<file path="src/rtl/sim_ctrl_responder.sv">
// Simulation-control device on the core data bus: exit code, console FIFO,
// cycle counter and done/pass/timeout flags for the top-level bench.
module sim_ctrl_responder #(
    parameter logic [31:0] BASE_ADDR  = 32'h1000_0000,
    parameter int          FIFO_DEPTH = 8,
    parameter int          TIMEOUT    = 10000
) (
    input  logic        i_clk,
    input  logic        i_rst,
    input  logic        i_req_valid,
    input  logic        i_req_we,
    input  logic [31:0] i_req_addr,
    input  logic [31:0] i_req_wdata,
    output logic        o_req_ready,
    output logic        o_rsp_valid,
    output logic [31:0] o_rsp_rdata,
    output logic        o_con_valid,
    output logic [7:0]  o_con_data,
    input  logic        i_con_ready,
    output logic        o_done,
    output logic        o_pass,
    output logic [30:0] o_exit_code,
    output logic        o_timeout,
    output logic [31:0] o_cycles
);

    localparam int AW = $clog2(FIFO_DEPTH);
    localparam int CW = AW + 1;

    typedef enum logic [1:0] {
        RUN,
        DRAIN,
        HALT
    } state_t;

    state_t state, state_n;

    logic [7:0]    mem [FIFO_DEPTH];
    logic [AW-1:0] wr_ptr, rd_ptr;
    logic [CW-1:0] count, free;

    logic [31:0] tohost_q;
    logic [31:0] cycles, cyc_nxt;
    logic [30:0] exit_q;
    logic        pass_q, timeout_q;
    logic [31:0] rdata_n;

    logic       hit, full, empty;
    logic [1:0] off;
    logic       con_wr, accept, push, pop;
    logic       tohost_wr, exit_req, hit_timeout;
    logic       latch_exit, set_timeout;
    logic       unused_addr;

    assign hit   = (i_req_addr[31:4] == BASE_ADDR[31:4]);
    assign off   = i_req_addr[3:2];
    assign full  = (count == CW'(FIFO_DEPTH));
    assign empty = (count == '0);
    assign free  = CW'(FIFO_DEPTH) - count;

    assign unused_addr = ^i_req_addr[1:0];

    // Only a console write into a full FIFO stalls the core.
    assign con_wr      = i_req_valid & i_req_we & hit & (off == 2'd1);
    assign o_req_ready = !(full && con_wr);
    assign accept      = i_req_valid & o_req_ready;
    assign push        = accept & con_wr;
    assign pop         = !empty & i_con_ready;

    assign tohost_wr   = accept & i_req_we & hit & (off == 2'd0);
    assign exit_req    = tohost_wr & i_req_wdata[0];

    assign cyc_nxt     = (cycles == 32'hFFFF_FFFF) ? cycles : cycles + 32'd1;
    assign hit_timeout = (cyc_nxt == 32'(TIMEOUT - 1));

    always_comb begin
        state_n     = state;
        latch_exit  = 1'b0;
        set_timeout = 1'b0;
        unique case (state)
            RUN: begin
                if (exit_req) begin
                    state_n    = DRAIN;
                    latch_exit = 1'b1;
                end else if (hit_timeout) begin
                    state_n     = HALT;
                    set_timeout = 1'b1;
                end
            end
            DRAIN: begin
                if (empty) begin
                    state_n = HALT;
                end else if (hit_timeout) begin
                    state_n     = HALT;
                    set_timeout = 1'b1;
                end
            end
            HALT:    state_n = HALT;
            default: state_n = RUN;
        endcase
    end

    always_comb begin
        rdata_n = 32'hDEAD_BEEF;
        if (i_req_we) begin
            rdata_n = '0;
        end else if (hit) begin
            unique case (off)
                2'd0: rdata_n = tohost_q;
                2'd1: rdata_n = 32'(free);
                2'd2: rdata_n = cycles;
                2'd3: rdata_n = {28'b0, timeout_q, full, empty,
                                 state == HALT};
                default: rdata_n = '0;
            endcase
        end
    end

    always_ff @(posedge i_clk or posedge i_rst) begin
        if (i_rst) begin
            state       <= RUN;
            tohost_q    <= '0;
            cycles      <= '0;
            exit_q      <= '0;
            pass_q      <= 1'b0;
            timeout_q   <= 1'b0;
            o_rsp_valid <= 1'b0;
            o_rsp_rdata <= '0;
        end else begin
            state       <= state_n;
            cycles      <= cyc_nxt;
            o_rsp_valid <= accept;
            o_rsp_rdata <= accept ? rdata_n : '0;
            if (tohost_wr) begin
                tohost_q <= i_req_wdata;
            end
            if (latch_exit) begin
                exit_q <= i_req_wdata[31:1];
                pass_q <= (i_req_wdata[31:1] == '0);
            end
            if (set_timeout) begin
                timeout_q <= 1'b1;
                pass_q    <= 1'b0;
            end
        end
    end

    always_ff @(posedge i_clk or posedge i_rst) begin
        if (i_rst) begin
            wr_ptr <= '0;
            rd_ptr <= '0;
            count  <= '0;
        end else begin
            if (push) begin
                wr_ptr <= wr_ptr + AW'(1);
            end
            if (pop) begin
                rd_ptr <= rd_ptr + AW'(1);
            end
            if (push && !pop) begin
                count <= count + CW'(1);
            end else if (pop && !push) begin
                count <= count - CW'(1);
            end
        end
    end

    always_ff @(posedge i_clk) begin
        if (push) begin
            mem[wr_ptr] <= i_req_wdata[7:0];
        end
    end

    assign o_con_valid = !empty;
    assign o_con_data  = empty ? 8'h00 : mem[rd_ptr];
    assign o_done      = (state == HALT);
    assign o_pass      = o_done & pass_q;
    assign o_exit_code = exit_q;
    assign o_timeout   = timeout_q;
    assign o_cycles    = cycles;

endmodule

</file>
<file path="config.mk">
export PLATFORM = sky130hd
export DESIGN_NAME = sim_ctrl_responder
export DESIGN_NICKNAME = d
export VERILOG_FILES = /design/src/rtl/sim_ctrl_responder.sv
export SDC_FILE = /design/constraint.sdc
export NUM_CORES = 1
export LEC_CHECK = 0
export CORE_ASPECT_RATIO = 1.5
export CORE_UTILIZATION = 40
export CTS_BUF_LIST = sky130_fd_sc_hd__clkbuf_4 sky130_fd_sc_hd__clkbuf_8 sky130_fd_sc_hd__clkbuf_16
export DETAILED_ROUTE_END_ITERATION = 8
export MAX_ROUTING_LAYER = met4
export SLEW_MARGIN = 10
export SYNTH_ARGS = -nofsm -noshare
export SYNTH_HDL_FRONTEND = slang
export SYNTH_SLANG_ARGS = --single-unit
</file>
<file path="constraint.sdc">
create_clock -name i_clk -period 5.97 [get_ports i_clk]
set_input_delay 1.4925 -clock i_clk [delete_from_list [all_inputs] [get_ports i_clk]]
set_output_delay 1.4925 -clock i_clk [all_outputs]
set_load 0.1 [all_outputs]
</file>
== Word-level counts from Yosys, hierarchy flattened ==
Memories as Yosys holds them, arrays and structs flattened.
Cells that the tools add are included.

* Word-level logic and storage cells: 73
* Memories: 1
* Input bits: 69
* Memory bits (writable): 64
* Output and inout bits: 109
* Register bits: 142

{| class="wikitable"
|+ Memories
! name !! words !! bits a word !! read ports !! clocked after Yosys merged registers in !! write ports !! RTL line !! text
|-
| mem || 8 || 8 || 1 || 0 || 1 || 38 || <nowiki>logic [7:0] mem [FIFO_DEPTH];</nowiki>
|}

* Bitwise operators: 11
* Multiplexer cells: 22
* $add $sub $neg: 6
* Equality and inequality tests: 9
* Reduce and logical (&&, ||, !) cells: 13

{| class="wikitable"
|+ Operators with widths
! operator !! number
|-
| 2-to-1 mux 32 bit || 4
|-
| case mux 32 bit (4 select lines) || 1
|-
| adder 32 x 1 -> 32 bit, second input constant || 1
|-
| == test 32 x 14 -> 1 bit, second input constant || 1
|-
| == test 32 bit, second input constant || 1
|-
| zero test 31 bit || 1
|-
| == test 28 x 25 -> 1 bit, second input constant || 1
|-
| bitwise AND 1 bit || 11
|-
| 2-to-1 mux 1 bit || 9
|-
| 2-to-1 mux 4 bit || 2
|-
| 2-to-1 mux 8 bit || 1
|-
| adder 3 x 1 -> 3 bit, second input constant || 2
|-
| == test 2 bit, second input constant || 3
|-
| 2-to-1 mux 2 bit || 3
|-
| case mux 2 bit (3 select lines) || 1
|-
| adder 4 x 1 -> 4 bit, second input constant || 1
|-
| == test 2 x 1 -> 1 bit, second input constant || 2
|-
| == test 4 bit, second input constant || 1
|-
| zero test 1 bit || 4
|-
| zero test 2 bit || 2
|-
| zero test 4 bit || 1
|-
| nonzero test 2 bit || 2
|-
| subtractor 4 x 1 -> 4 bit, second input constant || 1
|-
| subtractor 4 bit, first input constant || 1
|-
| 2 further kinds || 4
|}

== Logic depth before layout (Yosys ltp) ==
Gate-level depths: netlist of the first run.

* Word-level depth: 14
* Depth in mapped cells: 13

== Worst setup path after synthesis of the first run ==
Ideal clock, no wire load.

* Kind: in2out
* Start: input i_req_addr[16]
* End: output o_req_ready
* Path buffers: 0
* Data arrival time: 3.584 ns
* Required time: 4.478 ns
* Path slack: 0.894 ns
* Stages: 5
* Cells stage by stage: nor4_1 and4_1 nand4_1 or4b_2 or3_1

* Longest elaborated chain between the ends: 5

{| class="wikitable"
|+ Ends and longest elaborated chain
! element !! RTL line !! text
|-
| start, declared || 12 || <nowiki>input logic [31:0] i_req_addr,</nowiki>
|-
| == test 28 x 25 -> 1 bit || 55 || <nowiki>assign hit = (i_req_addr[31:4] == BASE_ADDR[31:4]);</nowiki>
|-
| bitwise AND 1 bit (2 in a row) || 64 || <nowiki>assign con_wr = i_req_valid & i_req_we & hit & (off == 2'd1);</nowiki>
|-
| logical AND 1 bit || 65 || <nowiki>assign o_req_ready = !(full && con_wr);</nowiki>
|-
| zero test 1 bit || 65 ||
|-
| end, declared || 14 || <nowiki>output logic o_req_ready,</nowiki>
|}

No other way between the ends.

== Worst setup path in the final report of the first run ==
* Start: input i_req_addr[17]
* End: output o_req_ready

The elaborated chain is that of the path after synthesis.

==> results of run 1 <==
[cell usage in the layout (no fill, tap or decap), drive strengths merged, types with 20 or more instances in the layout]
cell type and count:
o21a 27, clkbuf 24, dfrtp 142, clkdlybuf4s50 173, mux2i 38, nor2 58
xnor2 21, nor4 22, mux2 65, edfxtp 64, nand2 36, nand4 20
[cell type report]
class	instances	area, um^2
clock inverter	14	135.1
clock buffer	24	554.3
sequential	206	5475
tap	315	394.1
multi-input combinational	460	3730
fill	2016	10860
timing repair buffer	186	1839
inverter	16	65.06
[registers in the layout, indices dropped and copies added, names as in the netlist]
register / cells
count: 4
mem: 64
o_cycles: 32
o_exit_code: 31
o_rsp_rdata: 32
o_rsp_valid: 1
o_timeout: 1
pass_q: 1
rd_ptr: 3
state: 2
tohost_q: 32
wr_ptr: 3
[how the worst min path moves through the flow]
stage,from,cells past startpoint,slack [ns],endpoint
2_1_floorplan,tohost_q[1],1,0.48,tohost_q[1]
3_3_place_gp,o_exit_code[0],1,0.49,o_exit_code[0]
3_5_place_dp,o_exit_code[19],1,0.49,o_exit_code[19]
4_1_cts,tohost_q[25],1,0.51,tohost_q[25]
5_1_grt,tohost_q[17],1,0.52,tohost_q[17]
6_report,o_exit_code[15],1,0.51,o_exit_code[15]
[per-stage QoR]
step	area [um^2]	utilization, %	setup WS [ns]	cells	power (mW)
after floorplan	9432	-	0.6679	726	1.600
after global placement	11500	49.89	0.4699	1183	1.694
after detailed placement	11500	49.89	0.4866	1183	1.696
after CTS	12190	52.88	0.4800	1221	3.017
after global routing	12190	52.88	0.4156	1221	3.070
final	12190	52.88	0.5207	1221	2.982
[worst max-delay path: stages]
cell,delay [ns]
clkdlybuf4s50_1,0.40
nor4_1,0.27
and4_1,0.23
nand4_1,0.22
or4b_2,0.74
or3_1,0.40
buf_12,0.20
[kinds of logic (layout without fill, tap and decap cells)]
| logic type | Yosys count | count (layout) |
|---|---|---|
| buffers and inverters | 60 | 240 |
| adder cells (fa/ha/maj) | 8 | 8 |
| multiplexers | 122 | 122 |
| AO/OA/AOI/OAI | 75 | 75 |
| flip-flops | 206 | 206 |
| AND/OR/NAND/NOR | 219 | 219 |
| XOR/XNOR | 36 | 36 |
[power by group through the flow]
stage               logic, mW  registers (mW)  clock network (mW)
global placement        0.199            1.49                   0
CTS                     0.202            1.47                1.35
floorplan              0.0403            1.56                   0
detailed placement      0.201            1.49                   0
finish                  0.198            1.47                1.32
global route            0.210            1.47                1.39
[metal layers]
layer	GRT usage, %	routed length [um]	vias up
met4	9.295	985	0
met5	-	0	-
met1	24.05	9377	3295
met3	4.274	1453	63
li1	-	-	3022
met2	44.35	14990	232
==> results.cfg, run 1 <==
[synth]
synth_top_family_by_area = multiplexers
synth_adder_area_share_pct = 1.141
muxShareOfSynthArea_pct = 16.33
synthCells = 726
syn_area_um2 = 9432
synth_compound_area_share_pct = 5.771
synthFlopType = dfrtp_1
synth_top_area_share_pct = 37.68
synth_common_cells = dfrtp_1 (142), mux2_2 (65), edfxtp_1 (64), nor2_1 (58), mux2i_1 (38)
synth_cell_type_count = 61
synth_enable_flop_cells = 64
yosysTopAreaCell = dfrtp_1
ys_ff_latch = 206
yosysMostFrequentCell = dfrtp_1
seq_area_frac_synth_pct = 58.05
synth_simple_gate_area_share_pct = 12.79
synth.avg_cell_area_um2 = 12.99
synth_xor_area_share_pct = 3.343
yosysWarnings = 0
async_flop_share_pct = 68.93
synth_nets = 803
yosys-top-cells-area = dfrtp_1 (38%), edfxtp_1 (20%), mux2_2 (7.8%), mux4_2 (4.5%), mux2i_1 (4.0%)

[clocking]
hold_buffers = 0
cts.clk_slew.worst_paths_ns = 0.06
cts_num_sinks = 206
postCtsResizedCells = 0
cts_made_buffers = 21
cts-root-buf = clkbuf_16
tritoncts = done
worstSkewPairLatency_ns = 0.51
post-cts-setup-buffers = 0
htreeDepth = 1
cts.path.max_buffers = 3

[critical_path]
r2r_cells = 9
worst_r2r_endpoint = pass_q
timing.rr.start = o_cycles[8]
rrSetupSlack_ns = 2.14
worstPathMaxFanout = 3
worstSetupStartpoint = i_req_addr[17]
setup.worst_path.start_class = primary input
critPathCaptureType = primary output
critical_path_arrival_ns = 3.96
critical_path_class = in2out
endpoint = o_req_ready
cp.required_ns = 4.48

[pwr]
pwr-share-seq_pct = 49.2
pwr-share-clk_pct = 44.2
ir_worst_vdd_uv = 235.4
p_sw_share_pct = 23.16
power_switching_uw = 690.8
combPwrFrac_pct = 6.7
powerDensity_nw_per_um2 = 244.6
p_leak_nw = 5.027
intPower_mw = 2.292

[sta]
worstMarginPinSlew_ns = 1.050
rsz0062_at_grt = false
hold_slack_ns = 0.5057
timing.setup.tns_ns = 0
hold_viol = 0
period_minus_slack_ns = 5.449
maxSlewViolCount = 0
finClkSkew_ns = 0.008207
setup_viol = 0
fin_crit_sh_pct = 91.28
timing.fmax_mhz = 183.5
max-slew-margin-rel_pct = 29.80

[global_route]
grt_pass1_vias = 7186
grt_overflow = 0
grt_max_degree = 109
grt_use_total_pct = 23.67
antenna_found_initial = 0
grt_pass1_wl_um = 41740

[die]
fp.dieH_um = 190.1
core_area_um2 = 23060
die_w_um = 127.4
dieArea_um2 = 24210
initial_core_util_pct = 40.91
rows = 68
num_io_pins = 178

[drt]
drc = 0
routed_wl_um = 26810
vias = 6612
first_pass_iters = 5
route.detailed.wl_per_inst_um = 21.95
viasPerCell = 5.415
ant_nets = 0
drtIter0Drc = 424

[finish]
n_antenna_cell = 0
nets = 968
syn_to_final_growth_pct = 29.28
drive_above_1_share_pct = 16.11

[placement]
finalWeightedCongestion = 0.8764
dpl.hpwl_um = 19710
io_buffer_count = 175

[flow_run]
maxCapViolCount = 0

[outcome]
outcome = complete, no violations

[worst_hold_path]
hold_class = reg2reg
(Power assumes the default switching activity.)
==> run 2, diff against run 1 <==
CTS_CLUSTER_DIAMETER = 30   (was default)
SLEW_MARGIN = 20   (was 10)
==> run 2 against run 1 <==
First-iteration DRC count up 11%. Flip-flop and latch count unchanged. Fmax down 0.54%. Setup slack worse by 0.030 ns. Global-route usage up 0.59 points.
==> results.cfg, run 2 (synthesis results as in run 1) <==
[outcome]
outcome = complete, no violations

[placement]
finalWeightedCongestion = 0.8764
pre_cts_slack_ns = 0.4866
dpl.hpwl_um = 19710
io_buffer_count = 175

[critical_path]
cp_top_family = simple AND/OR/NAND/NOR gates
r2r_cells = 9
crit_buf_inv = 2
setup.worst_path.start_class = primary input
critical_path_arrival_ns = 3.99
worstSetupPathDepth = 7
cp.required_ns = 4.48
cp_cell_sequence = clkdlybuf4s50_1, nor4_1, and4_1, nand4_1, or4b_2, or3_1, buf_12
worst_r2r_endpoint = pass_q
crit_slowest_cell = or4b_2
critPathCaptureType = primary output
cpPeakStageDelay_ns = 0.75
worstPathMaxFanout = 3
endpoint = o_req_ready
worstSetupStartpoint = i_req_addr[17]
rrSetupSlack_ns = 2.15
critical_path_class = in2out
timing.rr.start = o_cycles[10]

[sta]
setup_viol = 0
max-slew-margin-rel_pct = 28.60
hold_slack_ns = 0.5033
fin_crit_sh_pct = 91.77
timing.setup.tns_ns = 0
hold_viol = 0
period_minus_slack_ns = 5.479
worstMarginPinSlew_ns = 1.068
fin_ws_ns = 0.4912
timing.fmax_mhz = 182.5
maxSlewViolCount = 0
finClkSkew_ns = 0.02834
rsz0062_at_grt = false

[finish]
regMostFlops = mem
postLayoutCoreUtil_pct = 55.30
final_common_cell = clkdlybuf4s50_1
n_fill_cell = 1972
syn_to_final_growth_pct = 35.20
largest_register_ffs = 64
n_antenna_cell = 0
nets = 982
layout_common_cells = clkdlybuf4s50_1 (173), dfrtp_1 (141), mux2_2 (65), edfxtp_1 (64), nor2_1 (58)
drive_above_1_share_pct = 18.80

[clocking]
cts.path.max_buffers = 3
cts_num_sinks = 206
post-cts-setup-buffers = 0
worstSkewPairLatency_ns = 0.53
tritoncts = done
postCtsResizedCells = 0
cts_made_buffers = 35
cts.clk_slew.worst_paths_ns = 0.05
htreeDepth = 2
hold_buffers = 0
cts-root-buf = clkbuf_16

[pwr]
powerDensity_nw_per_um2 = 294.4
ir_worst_vdd_uv = 223.0
total_power_mw = 3.754
p_leak_nw = 5.289

[die]
die_w_um = 127.4
num_io_pins = 178
initial_core_util_pct = 40.91
rows = 68
dieArea_um2 = 24210
fp.dieH_um = 190.1
core_area_um2 = 23060

[worst_hold_path]
hold_class = reg2reg

[global_route]
grt_use_total_pct = 24.27
grt_pass1_vias = 7332
grt_overflow = 0
grt_pass1_wl_um = 42670
antenna_found_initial = 0
grt_max_degree = 109

[drt]
vias = 6772
first_pass_iters = 5
drtIter0Drc = 472
routed_wl_um = 27320
drc = 0
viasPerCell = 5.435
ant_nets = 0
route.detailed.wl_per_inst_um = 21.93

[flow_run]
maxCapViolCount = 0
## run 2: worst min-delay path by stage
stage	slack, ns	from	depth (start not counted)	end
4_1_cts	0.51	tohost_q[25]	1	tohost_q[25]
3_3_place_gp	0.49	o_exit_code[0]	1	o_exit_code[0]
3_5_place_dp	0.49	o_exit_code[19]	1	o_exit_code[19]
5_1_grt	0.52	tohost_q[29]	1	tohost_q[29]
2_1_floorplan	0.48	tohost_q[1]	1	tohost_q[1]
6_report	0.50	tohost_q[25]	1	tohost_q[25]
## run 2: per-stage QoR
stage          cell area (um^2)  cells
2_1_floorplan              9432    726
3_3_place_gp              11500   1183
3_5_place_dp              11500   1183
4_1_cts                   12750   1246
5_1_grt                   12750   1246
6_report                  12750   1246
## run 2: power by group
part | leakage (nW) | switching (mW) | total [mW] | internal, mW
Sequential | 2.50 | 0.00232 | 1.47 | 1.47
Combinational | 2.18 | 0.132 | 0.199 | 0.0672
Clock | 0.601 | 0.777 | 2.09 | 1.31
## run 2: area by class of cell
cell class	instances	area, um^2	share of cell area [%]
timing repair buffer	186	1839	14.42
clock inverter	26	346.6	2.718
inverter	16	67.56	0.5299
tap	315	394.1	3.091
sequential	206	5477	42.95
clock buffer	37	897.1	7.036
multi-input combinational	460	3730	29.25
## run 2: metal layers
metal	share of wire [%]	up-vias	GRT usage (%)	wire length, um
li1	-	3073	-	-
met1	35	3391	24.61	9552
met2	56	253	45.40	15410
met3	5.1	55	4.471	1380
met4	3.6	0	9.615	976
met5	0	-	-	0
==> run 3, diff against run 2 <==
ABC_AREA = 0   (was default)
CORE_MARGIN = 3   (was default)
==> run 3 against run 2 <==
Largest power group unchanged. First-iteration DRC count is 19% lower. Count of clock-buffer cells in the layout is 12 higher. Critical path depth stayed put. Wire length is 0.75% higher. Combinational power hardly changed. Critical path type unchanged. Via count is 0.10% lower. Flip-flop and latch count stayed put. Utilization is 0.37 points higher. Register-to-register slack better by 0.08 ns. Sequential power hardly changed.
==> results.cfg, run 3 (synthesis results as in run 1) <==
[worst_hold_path]
hold_class = reg2reg
min_from = o_exit_code[12]

[placement]
dp.cells = 1183
finalWeightedCongestion = 0.9455
dpl.hpwl_um = 20090
io_buffer_count = 175

[drt]
routed_wl_um = 27530
drtIter0Drc = 382
first_pass_iters = 5
drc = 0
route.detailed.wl_per_inst_um = 21.99
ant_nets = 0
viasPerCell = 5.403
vias = 6765

[clocking]
hold_buffers = 0
cts-root-buf = clkbuf_16
cts_made_buffers = 38
htreeDepth = 2
cts.clk_slew.worst_paths_ns = 0.04
cts.path.max_buffers = 3
worstSkewPairLatency_ns = 0.52
tritoncts = done
post-cts-setup-buffers = 0
postCtsResizedCells = 0
cts_num_sinks = 206

[sta]
setup_viol = 0
max-slew-margin-rel_pct = 30.04
timing.setup.tns_ns = 0
finClkSkew_ns = 0.02100
rsz0062_at_grt = false
maxSlewViolCount = 0
period_minus_slack_ns = 5.435
hold_viol = 0
timing.fmax_mhz = 184.0
worstMarginPinSlew_ns = 1.046
fin_crit_sh_pct = 91.03

[pwr]
ir_worst_vdd_uv = 214.9
p_leak_nw = 5.360
powerDensity_nw_per_um2 = 304.9

[global_route]
antenna_found_initial = 0
grt_pass1_wl_um = 43020
grt_use_total_pct = 22.22
grt_pass1_vias = 7363
grt_overflow = 0
grt_max_degree = 108

[critical_path]
cp.required_ns = 4.48
worstPathMaxFanout = 3
worstSetupStartpoint = i_req_addr[11]
critical_path_class = in2out
setup.worst_path.start_class = primary input
critical_path_arrival_ns = 3.94
timing.rr.start = o_cycles[0]
critPathCaptureType = primary output

[die]
initial_core_util_pct = 40.75
rows = 68
num_io_pins = 178
die_w_um = 131.4
dieArea_um2 = 25500
core_area_um2 = 23140
fp.dieH_um = 194.1

[finish]
final_common_cell = clkdlybuf4s50_1
n_antenna_cell = 0
layout_common_cells = clkdlybuf4s50_1 (173), dfrtp_1 (141), mux2_2 (65), edfxtp_1 (64), nor2_1 (58)
final_cells = 1252
multi_input_area_um2 = 3730
syn_to_final_growth_pct = 36.60
regMostFlops = mem
largest_register_ffs = 64
regArea_um2 = 5477
nets = 985
postLayoutCoreUtil_pct = 55.67
n_fill_cell = 1994
drive_above_1_share_pct = 19.21

[flow_run]
maxCapViolCount = 0

[outcome]
outcome = complete, no violations
-- run 3: changes by cell type in the layout (fill, tap and decap cells not counted), moves of 2 or more --
| cell | delta |
|---|---|
| clkbuf_16 | +5 |
| clkbuf_4 | +2 |
| clkbuf_8 | +5 |
| clkinv_4 | +4 |
| clkinv_8 | -3 |
| inv_6 | -6 |
| inv_8 | -3 |
-- run 3: final timing paths --
check,end,slack [ns],cells after the start
max reg2reg,pass_q,2.23,9
min in group asynchronous,o_exit_code[16],1.55,2
min reg2reg,o_exit_code[12],0.50,1
min,o_exit_code[12],0.50,1
max in group asynchronous,o_exit_code[11],3.34,3
max,o_req_ready,0.54,7
-- run 3: final cells by class --
class / count / share of cell area [%]
clock buffers: 49 / 8.585
clock inverters: 20 / 2.117
inverters: 16 / 0.5050
multi-input cells: 460 / 28.95
flip-flops and latches: 206 / 42.51
well taps: 315 / 3.059
repair buffers: 186 / 14.28
-- run 3: where the power goes --
group          internal [mW]  switching (mW)  leakage (nW)
combinational         0.0672           0.131          2.18
clock                   1.53           0.726         0.674
sequential              1.47         0.00233          2.50
total                   3.07           0.860          5.36
-- run 3: critical path: stages --
cell             delay [ns]
clkdlybuf4s50_1        0.42
nor4_1                 0.25
and4_1                 0.22
nand4_1                0.22
or4b_2                 0.74
or3_1                  0.39
buf_12                 0.19
-- run 3: per-layer routing --
| metal | GRT usage, % | up-vias | wire (um) |
|---|---|---|---|
| met5 | - | - | 0 |
| met2 | 40.94 | 226 | 15020 |
| li1 | - | 3067 | - |
| met4 | 8.369 | 0 | 1051 |
| met1 | 23.08 | 3403 | 9947 |
| met3 | 4.855 | 69 | 1513 |
-- run 3: per-stage QoR --
step | power, mW | area (um^2) | hold slack (ns) | worst slack (ns)
2_1_floorplan | 1.600 | 9432 | 0.4760 | 0.6679
3_3_place_gp | 1.694 | 11500 | 0.4866 | 0.4762
3_5_place_dp | 1.696 | 11500 | 0.4929 | 0.5019
4_1_cts | 3.974 | 12880 | 0.5024 | 0.4898
5_1_grt | 4.046 | 12880 | 0.5116 | 0.4156
6_report | 3.928 | 12880 | 0.4994 | 0.5355
